===== src/rtl/select_conditioner.sv =====
// Front-end conditioning for the two selection pushbuttons and the wave/frequency
// switches: synchronize, debounce, detect presses, and gate them by system state.
module select_conditioner #(
  parameter int DEBOUNCE_CYCLES = 20000
) (
  input  logic       clk_1MHz,
  input  logic       rst_n,
  input  logic       btn_signal_raw,
  input  logic       btn_freq_raw,
  input  logic [1:0] sw_wave,
  input  logic [3:0] sw_freq,
  input  logic [2:0] state_in,
  output logic       signal_select,
  output logic       freq_select,
  output logic [1:0] wave_sel,
  output logic [3:0] freq_code,
  output logic       sel_reject
);

  localparam int             CW       = $clog2(DEBOUNCE_CYCLES) + 1;
  localparam logic [CW-1:0]  CNT_LAST = CW'(DEBOUNCE_CYCLES - 1);
  localparam logic [2:0]     ST_SIGNAL = 3'd1;
  localparam logic [2:0]     ST_FREQ   = 3'd3;
  localparam int             BTN_SIG   = 0;
  localparam int             BTN_FREQ  = 1;

  // Bit BTN_SIG tracks the signal button, bit BTN_FREQ the frequency button.
  logic [1:0]    sync1_q, sync2_q;
  logic [1:0]    deb_q, deb_d, deb_prev_q;
  logic [CW-1:0] cnt_q [2];
  logic [CW-1:0] cnt_d [2];
  logic [1:0]    press;
  logic          sig_ok, freq_ok, reject;

  logic          signal_select_q, freq_select_q, sel_reject_q;
  logic [1:0]    wave_sel_q, wave_sel_d;
  logic [3:0]    freq_code_q, freq_code_d;

  // NOTE: every always_comb output gets a default first, otherwise paths that
  // skip an assignment infer a latch.
  always_comb begin
    for (int b = 0; b < 2; b++) begin
      deb_d[b] = deb_q[b];
      cnt_d[b] = '0;
      if (sync2_q[b] != deb_q[b]) begin
        if (cnt_q[b] == CNT_LAST) begin
          deb_d[b] = sync2_q[b];
        end else begin
          cnt_d[b] = cnt_q[b] + CW'(1);
        end
      end
    end
  end

  always_comb begin
    press       = deb_q & ~deb_prev_q;
    sig_ok      = press[BTN_SIG] && (state_in == ST_SIGNAL);
    freq_ok     = press[BTN_FREQ] && (state_in == ST_FREQ) && (sw_freq != 4'd0);
    reject      = (press[BTN_SIG] && !sig_ok) || (press[BTN_FREQ] && !freq_ok);
    wave_sel_d  = sig_ok  ? sw_wave : wave_sel_q;
    freq_code_d = freq_ok ? sw_freq : freq_code_q;
  end

  // NOTE: state uses non-blocking assignments so every register samples the
  // pre-edge value of its neighbours (the synchronizer chain depends on this).
  // Small arrays like the counters are reset explicitly; a stale count would
  // otherwise survive reset and shorten the next debounce.
  always_ff @(posedge clk_1MHz or negedge rst_n) begin
    if (!rst_n) begin
      sync1_q         <= '0;
      sync2_q         <= '0;
      deb_q           <= '0;
      deb_prev_q      <= '0;
      cnt_q[0]        <= '0;
      cnt_q[1]        <= '0;
      signal_select_q <= 1'b0;
      freq_select_q   <= 1'b0;
      sel_reject_q    <= 1'b0;
      wave_sel_q      <= 2'd0;
      freq_code_q     <= 4'd1;
    end else begin
      sync1_q         <= {btn_freq_raw, btn_signal_raw};
      sync2_q         <= sync1_q;
      deb_q           <= deb_d;
      deb_prev_q      <= deb_q;
      cnt_q[0]        <= cnt_d[0];
      cnt_q[1]        <= cnt_d[1];
      signal_select_q <= sig_ok;
      freq_select_q   <= freq_ok;
      sel_reject_q    <= reject;
      wave_sel_q      <= wave_sel_d;
      freq_code_q     <= freq_code_d;
    end
  end

  assign signal_select = signal_select_q;
  assign freq_select   = freq_select_q;
  assign sel_reject    = sel_reject_q;
  assign wave_sel      = wave_sel_q;
  assign freq_code     = freq_code_q;

endmodule


===== config.mk =====
export PLATFORM = sky130hd
export DESIGN_NAME = select_conditioner
export DESIGN_NICKNAME = d
export VERILOG_FILES = /design/src/rtl/select_conditioner.sv
export SDC_FILE = /design/constraint.sdc
export NUM_CORES = 1
export LEC_CHECK = 0
export ABC_AREA = 1
export BUFFER_PORTS_ARGS = -buffer_cell sky130_fd_sc_hd__clkbuf_2
export CORE_MARGIN = 2
export CORE_UTILIZATION = 40
export DETAILED_ROUTE_END_ITERATION = 16
export GPL_TIMING_DRIVEN = 0
export SLEW_MARGIN = 25
export SYNTH_ARGS = -nofsm -noshare
export SYNTH_HDL_FRONTEND = slang
export SYNTH_SLANG_ARGS = --single-unit
export TNS_END_PERCENT = 5

===== constraint.sdc =====
create_clock -name clk_1MHz -period 1.64 [get_ports clk_1MHz]
set_clock_uncertainty 0.05 [all_clocks]
set_input_delay 0.328 -clock clk_1MHz [delete_from_list [all_inputs] [get_ports clk_1MHz]]
set_output_delay 0.328 -clock clk_1MHz [all_outputs]
set_load 0.01 [all_outputs]

Word-level counts from Yosys, hierarchy flattened. Index checks and enable logic that the tools add are counted. W data, S select, Z words.

Register bits after elaboration: 49. Bits of input ports: 13. Word-level logic and storage cells: 37.

Add/subtract/negate cells: 2. Eq/ne operators: 6. Mux-type cells: 4. Bitwise gates (word level): 2. Reductions and logical operators: 11.

Operators by type and width (count): $mux W16 (4); $add A16 B1 Y16 const B (2); $eq A16 B15 Y1 const B (2); $logic_and A1 B1 Y1 (5); $reduce_and A2 Y1 (2); $reduce_bool A4 Y1 (1); $eq A3 B1 Y1 const B (1); $eq A3 B2 Y1 const B (1); $and A2 B2 Y2 (1); $logic_not A1 Y1 (2); $ne A1 B1 Y1 (2); $not A2 Y2 (1); $logic_or A1 B1 Y1 (1).

Logic depth before layout (Yosys ltp).
Word-level depth: 7. Depth in mapped cells: 8. Mapped depth without buffers: 8.

Least setup slack after synthesis. OpenSTA, ideal clock, no wires.

Path type: reg2reg. From: reg cnt_q[16] (netlist bit). To: reg cnt_q[21] (netlist bit). Setup time: 0.120 ns. Arrival time: 1.146 ns. Data required time: 1.470 ns. Slack: 0.325 ns. Stages on the path, launching flop included: 9. Clock period less this slack: 1.315 ns. Cells stage by stage: dfrtp_1 ha_1 nand2_2 nor2_2 inv_2 nor2_4 nand2_4 nand2_8 nor2_1.

RTL lines: start: declaration (RTL line 30) `logic [CW-1:0] cnt_q [2];`.

==> flow_metrics.tcl <==
set metrics [dict create \
    gp_congestion 0.805 \
    p_seq_share_pct 59.4 \
    clk_pin_slew_ns 0.10 \
    swShare_pct 25.0 \
    io_buffers 21 \
    clkPwrFrac_pct 35.9 \
    cts_tree "built" \
    cts_resized 0 \
    yosysSeqAreaShare_pct 49.3 \
    finalWirelength_microns 4300 \
    drtPass1Iterations 4 \
    final_net_count 339 \
    netlist_area_sq_mm 0.00249 \
    io_pins 22 \
    cts_hold_buf 0 \
    viasPerCell 4.64 \
    end_kind "flop" \
    synth_top_family_by_area "simple AND/OR/NAND/NOR gates" \
    cts_root_buffer "clkbuf_8" \
    maxCapViolCount 0 \
    critPathArrivalTime_ns 1.60 \
    start_kind "flop" \
    grt_pass1_vias 1802 \
    synth-xor-area-share_pct 4.12 \
    worstPathCellList "ha_1, nand2_2, nor2_2, inv_2, nor2_4, nand2_4, nand2_8, nor2_1" \
    status "completed" \
    insertion_delay_ns 0.31 \
    die_area_sq_mm 0.00687 \
    vias 1855 \
    worstPathRequired_ns 1.79 \
    wl_per_cell_microns 10.7 \
    synth_fa_ha_area_share_pct 1.00 \
    dr_wl_met2_microns 2000 \
    p_sw_uw 523 \
    antenna_found_initial 0 \
    max_stage_delay_ns 0.41 \
    area_growth_syn_to_layout_pct 11.9 \
    p_int_mw 1.57 \
    drive_gt1_share_pct 23.7 \
    cts_buffers 5 \
    slew_viol_final 0 \
    drtIter0Drc 87 \
    avgSynthCellArea_sq_um 8.42 \
    synth_seq_cells 49 \
    grt_remaining_overflow 0 \
    postCtsSetupRepairBufs 0 \
    grt_max_degree 50 \
    slowest_stage "dfrtp_1" \
    post-route-drc-count 0 \
    path_max_fanout 9 \
    wl_met1_microns 2080 \
    yosys.area.top_type_share_pct 48.2 \
    timing.fmax_mhz 688 \
    netlist_instances 296 \
    p_leak_nw 1.28 \
    max_slew.worst_pin.slew_ns 0.645 \
    setup_viol 0 \
    p_per_area_mw_per_mm2 751 \
    wl_met3_microns 167 \
    synth_compound_area_share_pct 4.37 \
    hold_ws_ns 0.00516 \
    grt_first_pass_wirelength_microns 7800 \
    slew_headroom_pct 57.0 \
    fin_setup_tns_ns 0 \
    coreArea_sq_mm 0.00596 \
    synthTopCellsByArea "dfrtp_1 (48%), nand2_1 (10%), nor2_1 (7.2%), inv_1 (4.2%), nor2_2 (4.0%)" \
    antenna_cells 0 \
    die_height_microns 82.9 \
    yosys_warnings 0 \
    fin_crit_sh_pct 88.6 \
    comb_power_share_pct 4.7 \
    layout_min_cycle_time_ns 1.45 \
    yosys.area_share.simple_pct 36.0 \
    gr-usage-all-layers_pct 13.7 \
    synth.area.mux_share_pct 0 \
    placementRows 28 \
    dr.max_layer_used "met4" \
    synth_top_area_cell "dfrtp_1" \
    clock-sinks 49 \
    path_delay_family "simple AND/OR/NAND/NOR gates" \
    path_buf_inv 1 \
    ant_nets 0 \
    finalHoldViolations 0 \
    min_path_type "input pin to async pin" \
    synth_nets 311 \
    ys_types 28 \
    start_util_pct 41.8 \
    peakVddDrop_v 0.000500 \
    die_w_microns 82.9 \
    rsz0062_at_grt "false" \
    critical_path_class "flop to flop" \
    clk_path_buf_depth 2 \
    dpl.hpwl_microns 3190 \
    h-tree-depth 2 \
]
-- through the flow --
| stage | worst slack, ns | instance area (sq um) | util (%) | total power [mW] | cells |
|---|---|---|---|---|---|
| CTS | 0.160 | 2790 | 46.8 | 2.14 | 400 |
| global route | 0.0318 | 2790 | 46.8 | 2.19 | 400 |
| detailed placement | 0.179 | 2690 | 45.2 | 1.37 | 392 |
| global placement | 0.147 | 2690 | 45.2 | 1.37 | 392 |
| finish | 0.188 | 2790 | 46.8 | 2.09 | 400 |
| floorplan | 0.325 | 2490 | - | 1.31 | 296 |
-- per-layer routing --
layer / track usage, % / vias to the layer above
met2: 22.9 / 30
met1: 17.6 / 841
met3: 3.38 / 5
li1: - / 979
met4: 4.47 / 0
met5: 0 / -
-- synth_stat cells --
library cell  instances
nand3b_1              1
a21oi_1               2
nand3_1              18
xnor2_1               2
nor2_8                1
nor2_2               16
nand2_1              68
inv_1                28
nor3b_1               1
nor3b_2               2
inv_2                 7
xor2_2                1
o21ai_1               6
o21ai_0               3
xnor2_2               1
nand2_2              11
nand2_4               2
xor2_1                6
nor2_4                4
dfrtp_1              48
dfstp_2               1
nor2_1               48
ha_1                  2
nand4_1               7
o21ai_2               1
nor3_1                2
nand2_8               1
o21bai_1              6
-- sequential cells by signal (all words and copies together) (netlist names) --
register,count
signal_select,1
sel_reject,1
freq_select,1
cnt_q,32
freq_code,4
sync2_q,2
sync1_q,2
deb_prev_q,2
wave_sel,2
deb_q,2
-- cells by family (layout without fill, tap and decap cells) --
logic type	Yosys count	in the layout
adders and majority gates	2	2
buffers and inverters	35	64
DFF	49	49
xor gates and xnor gates	10	10
and+or+nand+nor	182	182
AOI/OAI and AO/OA	18	18
-- power by group through the flow --
| stage | clock, mW | combinational, mW | sequential (mW) |
|---|---|---|---|
| 2_1_floorplan | 0 | 0.0480 | 1.27 |
| 4_1_cts | 0.791 | 0.103 | 1.24 |
| 3_3_place_gp | 0 | 0.100 | 1.27 |
| 5_1_grt | 0.831 | 0.116 | 1.25 |
| 3_5_place_dp | 0 | 0.103 | 1.27 |
| 6_report | 0.752 | 0.0983 | 1.24 |
-- area by class of cell --
cell class	instances	area, sq um
multi-input cells	212	1130
clock buffers	5	68.8
repair buffers	21	108
flip-flops and latches	49	1230
well taps	75	93.8
fillers	600	3170
inverters	35	131
clock inverters	3	25.0
-- final timing paths --
kind,depth (start not counted),startpoint,slack [ns],end
min,1,rst_n,0.005,cnt_q[7]
max in group asynchronous,1,rst_n,1.10,cnt_q[29]
max reg2reg,8,cnt_q[16],0.19,cnt_q[21]
min in group clk_1MHz,1,btn_signal_raw,0.07,sync1_q[0]
max,8,cnt_q[16],0.19,cnt_q[21]
min reg2reg,0,sync1_q[1],0.31,sync2_q[1]
-- worst reg2reg max path, cell delays in order (launching register included) --
cell     delay (ns)
dfrtp_1        0.41
ha_1           0.23
nand2_2        0.08
nor2_2         0.14
inv_2          0.06
nor2_4         0.12
nand2_4        0.09
nand2_8        0.12
nor2_1         0.05
-- placed cells by master (no fill, tap or decap), types with 7 or more instances in the layout --
cell	synthesis	final
clkbuf_2	0	20
dfrtp_1	48	48
inv_1	28	28
inv_2	7	7
nand2_1	68	68
nand2_2	11	11
nand3_1	18	18
nand4_1	7	7
nor2_1	48	48
nor2_2	16	16
Note: power is estimated with default switching activity, not from simulation.
